$ cat src/rtl/dmem_pkg.sv
// Shared definitions for the data-memory arbiter.
// Holds the funct3 size codes, the arbiter state encoding, the default
// memory depth and the latched request payload type.
package dmem_pkg;

  localparam int unsigned DATA_W        = 32;
  localparam int unsigned MASK_BITS     = 3;
  localparam int unsigned MEM_WORDS_DEF = 1024;

  localparam logic [MASK_BITS-1:0] MASK_B  = 3'b000;
  localparam logic [MASK_BITS-1:0] MASK_H  = 3'b001;
  localparam logic [MASK_BITS-1:0] MASK_W  = 3'b010;
  localparam logic [MASK_BITS-1:0] MASK_BU = 3'b100;
  localparam logic [MASK_BITS-1:0] MASK_HU = 3'b101;

  typedef enum logic [1:0] {
    IDLE,
    ACCESS,
    RESP
  } arb_state_t;

  // One requester's payload as latched at grant time.
  typedef struct packed {
    logic                 wr;
    logic [DATA_W-1:0]    addr;
    logic [DATA_W-1:0]    wdata;
    logic [MASK_BITS-1:0] mask;
  } mem_req_t;

endpackage

$ cat src/rtl/rr_picker.sv
// Combinational round-robin selector.
// Ports:
//   req     - per-port request vector
//   rr_ptr  - highest-priority port index for this pick
//   valid_c - any request present
//   gnt_c   - first requesting port scanning upward from rr_ptr (mod NUM_PORTS)
module rr_picker #(
  parameter int unsigned NUM_PORTS = 2,
  parameter int unsigned IDX_W     = 1
) (
  input  logic [NUM_PORTS-1:0] req,
  input  logic [IDX_W-1:0]     rr_ptr,
  output logic                 valid_c,
  output logic [IDX_W-1:0]     gnt_c
);

  // Scan from the farthest candidate back to rr_ptr so the nearest one wins.
  always_comb begin
    logic [IDX_W-1:0] cand;
    valid_c = 1'b0;
    gnt_c   = '0;
    cand    = '0;
    for (int k = int'(NUM_PORTS) - 1; k >= 0; k--) begin
      cand = IDX_W'((int'(rr_ptr) + k) % int'(NUM_PORTS));
      if (req[cand]) begin
        valid_c = 1'b1;
        gnt_c   = cand;
      end
    end
  end

endmodule

$ cat src/rtl/dmem_arbiter.sv
// Round-robin arbiter sharing one data memory among NUM_PORTS requesters.
// Each access: latch request (IDLE), drive memory one cycle (ACCESS),
// hold a one-cycle registered ack/err/rsp_rdata (RESP).
// Ports:
//   clk, reset (async, active-low)
//   req/req_wr/req_addr/req_wdata/req_mask - per-port request and payload
//   ack/err/rsp_rdata                      - registered response to granted port
//   mem_addr/mem_wdata/mem_mask/mem_wr_en/mem_rd_en/mem_rdata - memory side
module dmem_arbiter
  import dmem_pkg::*;
#(
  parameter int unsigned NUM_PORTS = 2,
  parameter int unsigned MEM_WORDS = MEM_WORDS_DEF
) (
  input  logic                           clk,
  input  logic                           reset,
  input  logic [NUM_PORTS-1:0]           req,
  input  logic [NUM_PORTS-1:0]           req_wr,
  input  logic [NUM_PORTS*DATA_W-1:0]    req_addr,
  input  logic [NUM_PORTS*DATA_W-1:0]    req_wdata,
  input  logic [NUM_PORTS*MASK_BITS-1:0] req_mask,
  output logic [NUM_PORTS-1:0]           ack,
  output logic [NUM_PORTS-1:0]           err,
  output logic [DATA_W-1:0]              rsp_rdata,
  output logic [DATA_W-1:0]              mem_addr,
  output logic [DATA_W-1:0]              mem_wdata,
  output logic [MASK_BITS-1:0]           mem_mask,
  output logic                           mem_wr_en,
  output logic                           mem_rd_en,
  input  logic [DATA_W-1:0]              mem_rdata
);

  localparam int unsigned IDX_W = (NUM_PORTS > 1) ? $clog2(NUM_PORTS) : 1;

  arb_state_t       state;
  arb_state_t       state_nxt;
  logic [IDX_W-1:0] rr_ptr;
  logic [IDX_W-1:0] gnt;
  mem_req_t         lat;
  logic             oor;

  logic             pick_valid_c;
  logic [IDX_W-1:0] pick_gnt_c;
  mem_req_t         port_req_c [NUM_PORTS];
  mem_req_t         cand_c;
  logic             cand_oor_c;

  rr_picker #(
    .NUM_PORTS (NUM_PORTS),
    .IDX_W     (IDX_W)
  ) u_rr_picker (
    .req     (req),
    .rr_ptr  (rr_ptr),
    .valid_c (pick_valid_c),
    .gnt_c   (pick_gnt_c)
  );

  // Unpack flat per-port buses into payload records.
  always_comb begin
    port_req_c = '{default: '0};
    for (int i = 0; i < int'(NUM_PORTS); i++) begin
      port_req_c[i].wr    = req_wr[i];
      port_req_c[i].addr  = req_addr[DATA_W*i +: DATA_W];
      port_req_c[i].wdata = req_wdata[DATA_W*i +: DATA_W];
      port_req_c[i].mask  = req_mask[MASK_BITS*i +: MASK_BITS];
    end
  end

  // Candidate payload and its word-address range check.
  always_comb begin
    cand_c     = port_req_c[pick_gnt_c];
    cand_oor_c = ({2'b00, cand_c.addr[DATA_W-1:2]} >= DATA_W'(MEM_WORDS));
  end

  // State register.
  always_ff @(posedge clk or negedge reset) begin
    if (!reset) begin
      state <= IDLE;
    end else begin
      state <= state_nxt;
    end
  end

  // Next state and memory-side decode; memory is only driven in ACCESS.
  always_comb begin
    state_nxt = state;
    mem_addr  = '0;
    mem_wdata = '0;
    mem_mask  = '0;
    mem_wr_en = 1'b0;
    mem_rd_en = 1'b0;
    case (state)
      IDLE: begin
        if (pick_valid_c) begin
          state_nxt = ACCESS;
        end
      end
      ACCESS: begin
        state_nxt = RESP;
        mem_addr  = lat.addr;
        mem_wdata = lat.wdata;
        mem_mask  = lat.mask;
        mem_wr_en = lat.wr & ~oor;
        mem_rd_en = ~lat.wr & ~oor;
      end
      RESP: begin
        state_nxt = IDLE;
      end
      default: begin
        state_nxt = IDLE;
      end
    endcase
  end

  // Request latch, response registers and round-robin pointer.
  always_ff @(posedge clk or negedge reset) begin
    if (!reset) begin
      rr_ptr    <= '0;
      gnt       <= '0;
      lat       <= '0;
      oor       <= 1'b0;
      ack       <= '0;
      err       <= '0;
      rsp_rdata <= '0;
    end else begin
      case (state)
        IDLE: begin
          if (pick_valid_c) begin
            gnt <= pick_gnt_c;
            lat <= cand_c;
            oor <= cand_oor_c;
          end
        end
        ACCESS: begin
          ack       <= NUM_PORTS'(1) << gnt;
          err       <= oor ? (NUM_PORTS'(1) << gnt) : '0;
          rsp_rdata <= (!lat.wr && !oor) ? mem_rdata : '0;
        end
        RESP: begin
          ack       <= '0;
          err       <= '0;
          rsp_rdata <= '0;
          rr_ptr    <= (gnt == IDX_W'(NUM_PORTS - 1)) ? '0 : gnt + IDX_W'(1);
        end
        default: begin
        end
      endcase
    end
  end

endmodule

$ cat config.mk
export PLATFORM = sky130hd
export DESIGN_NAME = dmem_arbiter
export DESIGN_NICKNAME = d
export VERILOG_FILES = /design/src/rtl/dmem_pkg.sv /design/src/rtl/rr_picker.sv /design/src/rtl/dmem_arbiter.sv
export SDC_FILE = /design/constraint.sdc
export NUM_CORES = 1
export LEC_CHECK = 0
export BUFFER_PORTS_ARGS = -buffer_cell sky130_fd_sc_hd__buf_2
export CORE_MARGIN = 4
export CORE_UTILIZATION = 34
export CTS_CLUSTER_DIAMETER = 120
export DETAILED_ROUTE_END_ITERATION = 6
export PLACE_DENSITY = 0.61
export REMOVE_ABC_BUFFERS = 1
export SLEW_MARGIN = 20
export SYNTH_ARGS = -nofsm -noshare
export SYNTH_HDL_FRONTEND = slang
export SYNTH_HIERARCHICAL = 1
export SYNTH_SLANG_ARGS = --single-unit
$ cat constraint.sdc
create_clock -name clk -period 2.3 [get_ports clk]
set_clock_uncertainty 0.15 [all_clocks]
set_input_delay 0.345 -clock clk [delete_from_list [all_inputs] [get_ports clk]]
set_output_delay 0.345 -clock clk [all_outputs]
set_load 0.01 [all_outputs]
==> flow_metrics.env, run 1 <==
export IMPL_drive_gt1_share_pct=37.2
export IMPL_start_util_pct=34.9
export IMPL_synth_cell_types=30
export IMPL_io_pins=277
export IMPL_seq_area_frac_synth_pct=51.2
export IMPL_path_clk_slew_ps=70
export IMPL_path_class="reg2out"
export IMPL_crit_required_ps=1800
export IMPL_hold_viol_final=0
export IMPL_drv_slew=0
export IMPL_routed_via_density=4.52
export IMPL_synthArstFlopShare_pct=100
export IMPL_synth_seq_cells=109
export IMPL_synthTopCellsByArea="dfrtp_1 51%, mux2i_1 13%, and2_1 8.0%"
export IMPL_top_layer="met4"
export IMPL_dieArea_um2=17700
export IMPL_leakagePower_nw=3.70
export IMPL_crit_start="state[1]$_DFFE_PN0P_"
export IMPL_yosysMostFrequentCell="dfrtp_1"
export IMPL_postSynthAreaPerCell_um2=9.44
export IMPL_drtIter0Drc=179
export IMPL_syn2layout_area_growth_pct=37.0
export IMPL_yosysWarnings=6
export IMPL_tightest_slew_ps=503
export IMPL_clk_path_buf_depth=2
export IMPL_diodes=0
export IMPL_min_from="mem_rdata[18]"
export IMPL_antenna_found_initial=0
export IMPL_final_cells=1042
export IMPL_drt_first_pass_iters=6
export IMPL_status="completed"
export IMPL_crit_path_end_kind="output pin"
export IMPL_synth_edf_count=0
export IMPL_gr_usage_all_layers_pct=16.6
export IMPL_place_hpwl_um=11400
export IMPL_regToRegSetupSlack_ps=430
export IMPL_gr_total_overflow=0
export IMPL_min_period_ps=2100
export IMPL_h_tree_depth=3
export IMPL_clkLatencyLatePin_ps=340
export IMPL_cts_root_buf="clkbuf_16"
export IMPL_vias=4706
export IMPL_cts_tree="built"
export IMPL_p_clk_share_pct=19.3
export IMPL_wl_met2_um=7020
export IMPL_gp_congestion=0.790
export IMPL_wl_met3_um=1170
export IMPL_grt_pass1_vias=4635
export IMPL_fin_crit_sh_pct=91.2
export IMPL_placed_area_um2=6980
export IMPL_power_frac_seq_pct=36.0
export IMPL_coreArea_um2=15300
export IMPL_wirelength_met1_um=6680
export IMPL_rr_startpoint="rr_ptr$_DFFE_PN0P_"
export IMPL_synthTopCellsByCount="109 x dfrtp_1, 72 x nor2_1, 68 x a21oi_1, 68 x and2_1, 68 x mux2i_1"
export IMPL_p_per_area_nw_per_um2=1100
export IMPL_fillCellCount=1543
export IMPL_placed_cells=1025
export IMPL_hold_path_class="in2reg"
export IMPL_synth_top_area_share_pct=51.2
export IMPL_cp_max_fo=28
export IMPL_finalSetupTns_ps=0
export IMPL_die_w_um=133
export IMPL_post_place_ws_ps=397
export IMPL_ant_nets=0
export IMPL_p_int_mw=4.94
export IMPL_setup_ws_ps=203
export IMPL_nets=1002
export IMPL_setup_violations=0
export IMPL_avgRoutedWirePerCell_um=14.5
export IMPL_rsz0062_at_grt="no"
export IMPL_drc=0
export IMPL_yosysTopAreaCell="dfrtp_1"
export IMPL_final_area_um2=7300
export IMPL_synthCells=564
export IMPL_ir_drop_uv=592
export IMPL_syn_area_um2=5320
export IMPL_drv_cap=0
export IMPL_netSwitchingPower_mw=3.08
export IMPL_critPathLaunchType="flop"
export IMPL_cts_buffers=9
export IMPL_fp_row_count=45
export IMPL_grt_max_degree=87
export IMPL_max_freq_mhz=477
export IMPL_whs_ps=56.9
export IMPL_portBuffers=276
export IMPL_slew_headroom_pct=66.1
export IMPL_grt_pass1_wl_um=23800
export IMPL_die_h_um=133
export IMPL_swShare_pct=38.4
export IMPL_synth_ff_type="dfrtp_1"
export IMPL_arrival_ps=1600
export IMPL_cts_sinks=109
export IMPL_comb_power_share_pct=44.6
export IMPL_totalWireLength_um=15100
==> through the flow <==
step | power, mW | utilization, %
after detailed placement | 6.57 | 45.8
after floorplan | 5.14 | -
final | 8.02 | 47.8
after global placement | 6.51 | 45.8
after global routing | 8.68 | 47.8
after CTS | 8.18 | 47.8
==> cell type report <==
type | count | area [µm²] | share of cell area [%]
Sequential cell | 109 | 2730 | 37.4
Multi-Input combinational cell | 378 | 2310 | 31.7
Timing Repair Buffer | 289 | 1550 | 21.2
Tap cell | 211 | 264 | 3.62
Clock buffer | 11 | 233 | 3.19
Inverter | 39 | 146 | 2.01
Clock inverter | 5 | 60.1 | 0.823
==> state kept, by name, indices dropped and copies added (netlist names) <==
register   count
gnt            1
rr_ptr         1
lat           68
rsp_rdata     32
err            2
state          2
oor            1
ack            2
==> cells by family (layout without fill, tap and decap cells) <==
logic type / after synthesis / in the layout / synth area share, %
multiplexers: 70 / 70 / 13.2
AO/OA/AOI/OAI: 110 / 110 / 10.6
buffers and inverters: 77 / 344 / 5.85
AND/OR/NAND/NOR: 194 / 194 / 18.1
flip-flops: 109 / 109 / 51.2
adder cells (fa/ha/maj): 4 / 4 / 0.940
==> power by group through the flow <==
| stage | Combinational, mW | Sequential [mW] | Clock, mW |
|---|---|---|---|
| 2_1_floorplan | 2.29 | 2.85 | 0 |
| 3_3_place_gp | 3.62 | 2.90 | 0 |
| 3_5_place_dp | 3.65 | 2.92 | 0 |
| 4_1_cts | 3.66 | 2.89 | 1.62 |
| 5_1_grt | 4.01 | 2.98 | 1.69 |
| 6_report | 3.58 | 2.89 | 1.55 |
==> cells in the final DEF, fill, tap and decap left out, types with 2 or more instances in the layout <==
cell type  count
a21oi_1       68
inv_1         39
o21ai_1       36
ha_1           3
nor2_1        72
nand2_1       37
mux2i_1       68
and2_1        67
clkbuf_16      9
buf_12         5
nor4_1         5
buf_4          7
o32ai_1        2
buf_2        275
or4_1          2
clkbuf_1       2
dfrtp_1      109
nand4_1        2
==> path summary, 6_finish.rpt <==
kind / cells after the start / end
min in group asynchronous: 2 / rsp_rdata[18]$_DFFE_PN0P_
worst max register to register: 6 / oor$_DFFE_PN0P_
worst min-delay path: 3 / rsp_rdata[18]$_DFFE_PN0P_
max in group asynchronous: 3 / lat[47]$_DFFE_PN0P_
worst max-delay path: 5 / mem_rd_en
worst min register to register: 2 / rsp_rdata[12]$_DFFE_PN0P_
==> metal layers <==
| layer | track usage (%) | vias to the layer above |
|---|---|---|
| li1 | - | 2381 |
| met5 | 0 | - |
| met4 | 5.14 | 0 |
| met3 | 4.15 | 14 |
| met2 | 27.0 | 190 |
| met1 | 22.0 | 2121 |
==> worst max-delay path: stages (launching register included) <==
cell and delay [ps]:
dfrtp_1 380, inv_1 120, ha_2 230, buf_6 200
nor3b_2 180, buf_2 150
==> repair_timing <==
item                                    4_1_cts  5_1_grt
hold buffers                                  1        0
resized for setup                             0        2
buffers inserted                              0        0
endpoints found under the hold margin        27        0
endpoints found under the setup margin        0        1
Note: power is estimated with default switching activity, not from simulation.
==> inputs of run 2 (changes only) <==
--- a/config.mk
+++ b/config.mk
@@ -5,6 +5,7 @@
 export SDC_FILE = /design/constraint.sdc
 export NUM_CORES = 1
 export LEC_CHECK = 0
+export ABC_AREA = 1
 export BUFFER_PORTS_ARGS = -buffer_cell sky130_fd_sc_hd__buf_2
 export CORE_MARGIN = 4
 export CORE_UTILIZATION = 34
==> run 2 against run 1 <==
Largest power group unchanged. Global-route usage increased by 1.5 points. Via count increased by 17%. Die area increased by 2.3%. Sequential power increased by 2%. Count of clock-buffer cells in the layout decreased by 1. Power increased by 6.8%. Critical path type unchanged. Largest cell class unchanged.
==> flow_metrics.env, run 2 <==
export IMPL_cp_max_fo=24
export IMPL_cts_tree="built"
export IMPL_fillCellCount=1655
export IMPL_synth_edf_count=0
export IMPL_start_util_pct=34.5
export IMPL_yosysMostFrequentCell="nand2_1"
export IMPL_seq_area_frac_synth_pct=50.0
export IMPL_critPathLaunchType="flop"
export IMPL_drc=0
export IMPL_portBuffers=276
export IMPL_final_cell_mix="275 x buf_2, 227 x nand2_1, 114 x inv_1"
export IMPL_clk_path_buf_depth=2
export IMPL_ant_nets=0
export IMPL_io_pins=277
export IMPL_grt_max_degree=69
export IMPL_cpMostUsedCell="inv_1"
export IMPL_synth_ff_type="dfrtp_1"
export IMPL_crit_path_end_kind="output pin"
export IMPL_placed_area_um2=7060
export IMPL_setup_violations=0
export IMPL_avgRoutedWirePerCell_um=13.8
export IMPL_grt_pass1_wl_um=26600
export IMPL_drv_slew=0
export IMPL_totalWireLength_um=16800
export IMPL_max_freq_mhz=464
export IMPL_largest_reg_flops=68
export IMPL_synthCells=739
export IMPL_synth_seq_cells=109
export IMPL_h_tree_depth=3
export IMPL_diodes=0
export IMPL_cts_root_buf="clkbuf_16"
export IMPL_yosysWarnings=6
export IMPL_dieArea_um2=18100
export IMPL_yosysTopAreaCell="dfrtp_1"
export IMPL_synth_top_area_share_pct=50.0
export IMPL_synthTopCellsByCount="228 x nand2_1, 115 x inv_1, 109 x dfrtp_1"
export IMPL_reg_top3="lat: 68 flops, rsp_rdata: 32 flops"
export IMPL_final_common_cell="buf_2"
export IMPL_synthArstFlopShare_pct=100
export IMPL_synthTopCellsByArea="dfrtp_1 50%, nand2_1 16%, inv_1 7.9%"
export IMPL_wirelength_met1_um=7090
export IMPL_gp_congestion=0.810
export IMPL_postSynthAreaPerCell_um2=7.38
export IMPL_die_w_um=135
export IMPL_gr_total_overflow=0
export IMPL_path_clk_slew_ps=70
export IMPL_largest_register="lat"
export IMPL_vias=5521
export IMPL_cts_sinks=109
export IMPL_status="completed"
export IMPL_ir_drop_uv=452
export IMPL_p_per_area_nw_per_um2=1160
export IMPL_tightest_slew_ps=556
export IMPL_whs_ps=94.0
export IMPL_rsz0062_at_grt="no"
export IMPL_hold_viol_final=0
export IMPL_hold_path_class="in2reg"
export IMPL_syn_area_um2=5460
export IMPL_final_area_um2=7410
export IMPL_syn2layout_area_growth_pct=35.7
export IMPL_synth_cell_types=23
export IMPL_min_period_ps=2160
export IMPL_fp_row_count=46
export IMPL_design_power_total_mw=8.56
export IMPL_wl_met2_um=8380
export IMPL_crit_required_ps=1800
export IMPL_die_h_um=135
export IMPL_drive_gt1_share_pct=31.6
export IMPL_drt_first_pass_iters=4
export IMPL_regToRegSetupSlack_ps=450
export IMPL_drv_cap=0
export IMPL_gr_usage_all_layers_pct=18.1
export IMPL_postCtsSetupRepairBufs=0
export IMPL_cp_slowest_stage_delay_ps=380
export IMPL_grt_pass1_vias=5319
export IMPL_cp_cell_sequence="inv_1 -> ha_2 -> buf_8 -> inv_1 -> nor3_1 -> buf_2"
export IMPL_drtIter0Drc=296
export IMPL_slew_headroom_pct=63.0
export IMPL_path_class="reg2out"
export IMPL_nets=1174
export IMPL_place_hpwl_um=12400
export IMPL_wl_met3_um=1030
export IMPL_leakagePower_nw=4.47
export IMPL_arrival_ps=1660
export IMPL_routed_via_density=4.53
export IMPL_finalSetupTns_ps=0
export IMPL_top_layer="met4"
export IMPL_cts_buffers=9
export IMPL_cp_slowest_cell="dfrtp_1"
export IMPL_antenna_found_initial=0
export IMPL_clkLatencyLatePin_ps=340
export IMPL_coreArea_um2=15800
export IMPL_fin_crit_sh_pct=93.8
-- run 2: final timing paths --
path	from	endpoint	cells after the start
min in group asynchronous	reset	rsp_rdata[18]$_DFFE_PN0P_	3
setup / recovery	state[1]$_DFFE_PN0P_	mem_wr_en	6
setup reg to reg	state[0]$_DFFE_PN0P_	oor$_DFFE_PN0P_	9
hold reg to reg	ack[0]$_DFFE_PN0P_	ack[0]$_DFFE_PN0P_	2
max in group asynchronous	reset	lat[63]$_DFFE_PN0P_	3
hold / removal	req_wdata[39]	lat[10]$_DFFE_PN0P_	3
-- run 2: final cells by class --
| class | count | area [µm²] | share of cell area [%] |
|---|---|---|---|
| flip-flops and latches | 109 | 2730 | 36.8 |
| clock buffers | 10 | 229 | 3.09 |
| clock inverters | 5 | 100 | 1.35 |
| multi-input cells | 469 | 2060 | 27.8 |
| inverters | 117 | 442 | 5.96 |
| repair buffers | 292 | 1580 | 21.3 |
| well taps | 216 | 270 | 3.65 |
-- run 2: worst max-delay path: cells and delay by family, from the launching register on --
family | cells | cell delay, ps
adder cells (fa/ha/maj) | 1 | 250
buffers and inverters | 4 | 540
flip-flops | 1 | 380
AND/OR/NAND/NOR | 1 | 140
-- run 2: logic make-up (layout without fill, tap and decap cells) --
kind of cell             count (synthesis)  after routing  synth area share, %
AND/OR/NAND/NOR                        319            319                 22.5
flip-flops                             109            109                 50.0
AO/OA/AOI/OAI                          146            146                 14.1
adder cells (fa/ha/maj)                  4              4                0.917
buffers and inverters                  161            424                 12.5
-- run 2: layer usage --
layer / vias up / global-route usage, %
met5: - / 0
met4: 0 / 6.11
met3: 23 / 2.94
met2: 180 / 31.4
met1: 2537 / 23.0
li1: 2781 / -
-- run 2: repair_timing --
action,in CTS,in global routing
resized for setup,0,2
setup endpoints to repair,0,3
hold buffers,1,0
hold endpoints to repair,109,0
-- run 2: stage by stage --
step | setup WS [ps] | cells | utilization, %
after floorplan | -2350 | 695 | -
after global placement | 450 | 1202 | 44.6
after detailed placement | 391 | 1202 | 44.6
after CTS | 26.7 | 1218 | 46.7
after global routing | 0.747 | 1218 | 46.8
final | 144 | 1218 | 46.8
-- run 2: power breakdown --
group	internal (mW)	switching [mW]
Combinational	1.45	2.42
Sequential	2.60	0.347
Clock	1.06	0.687
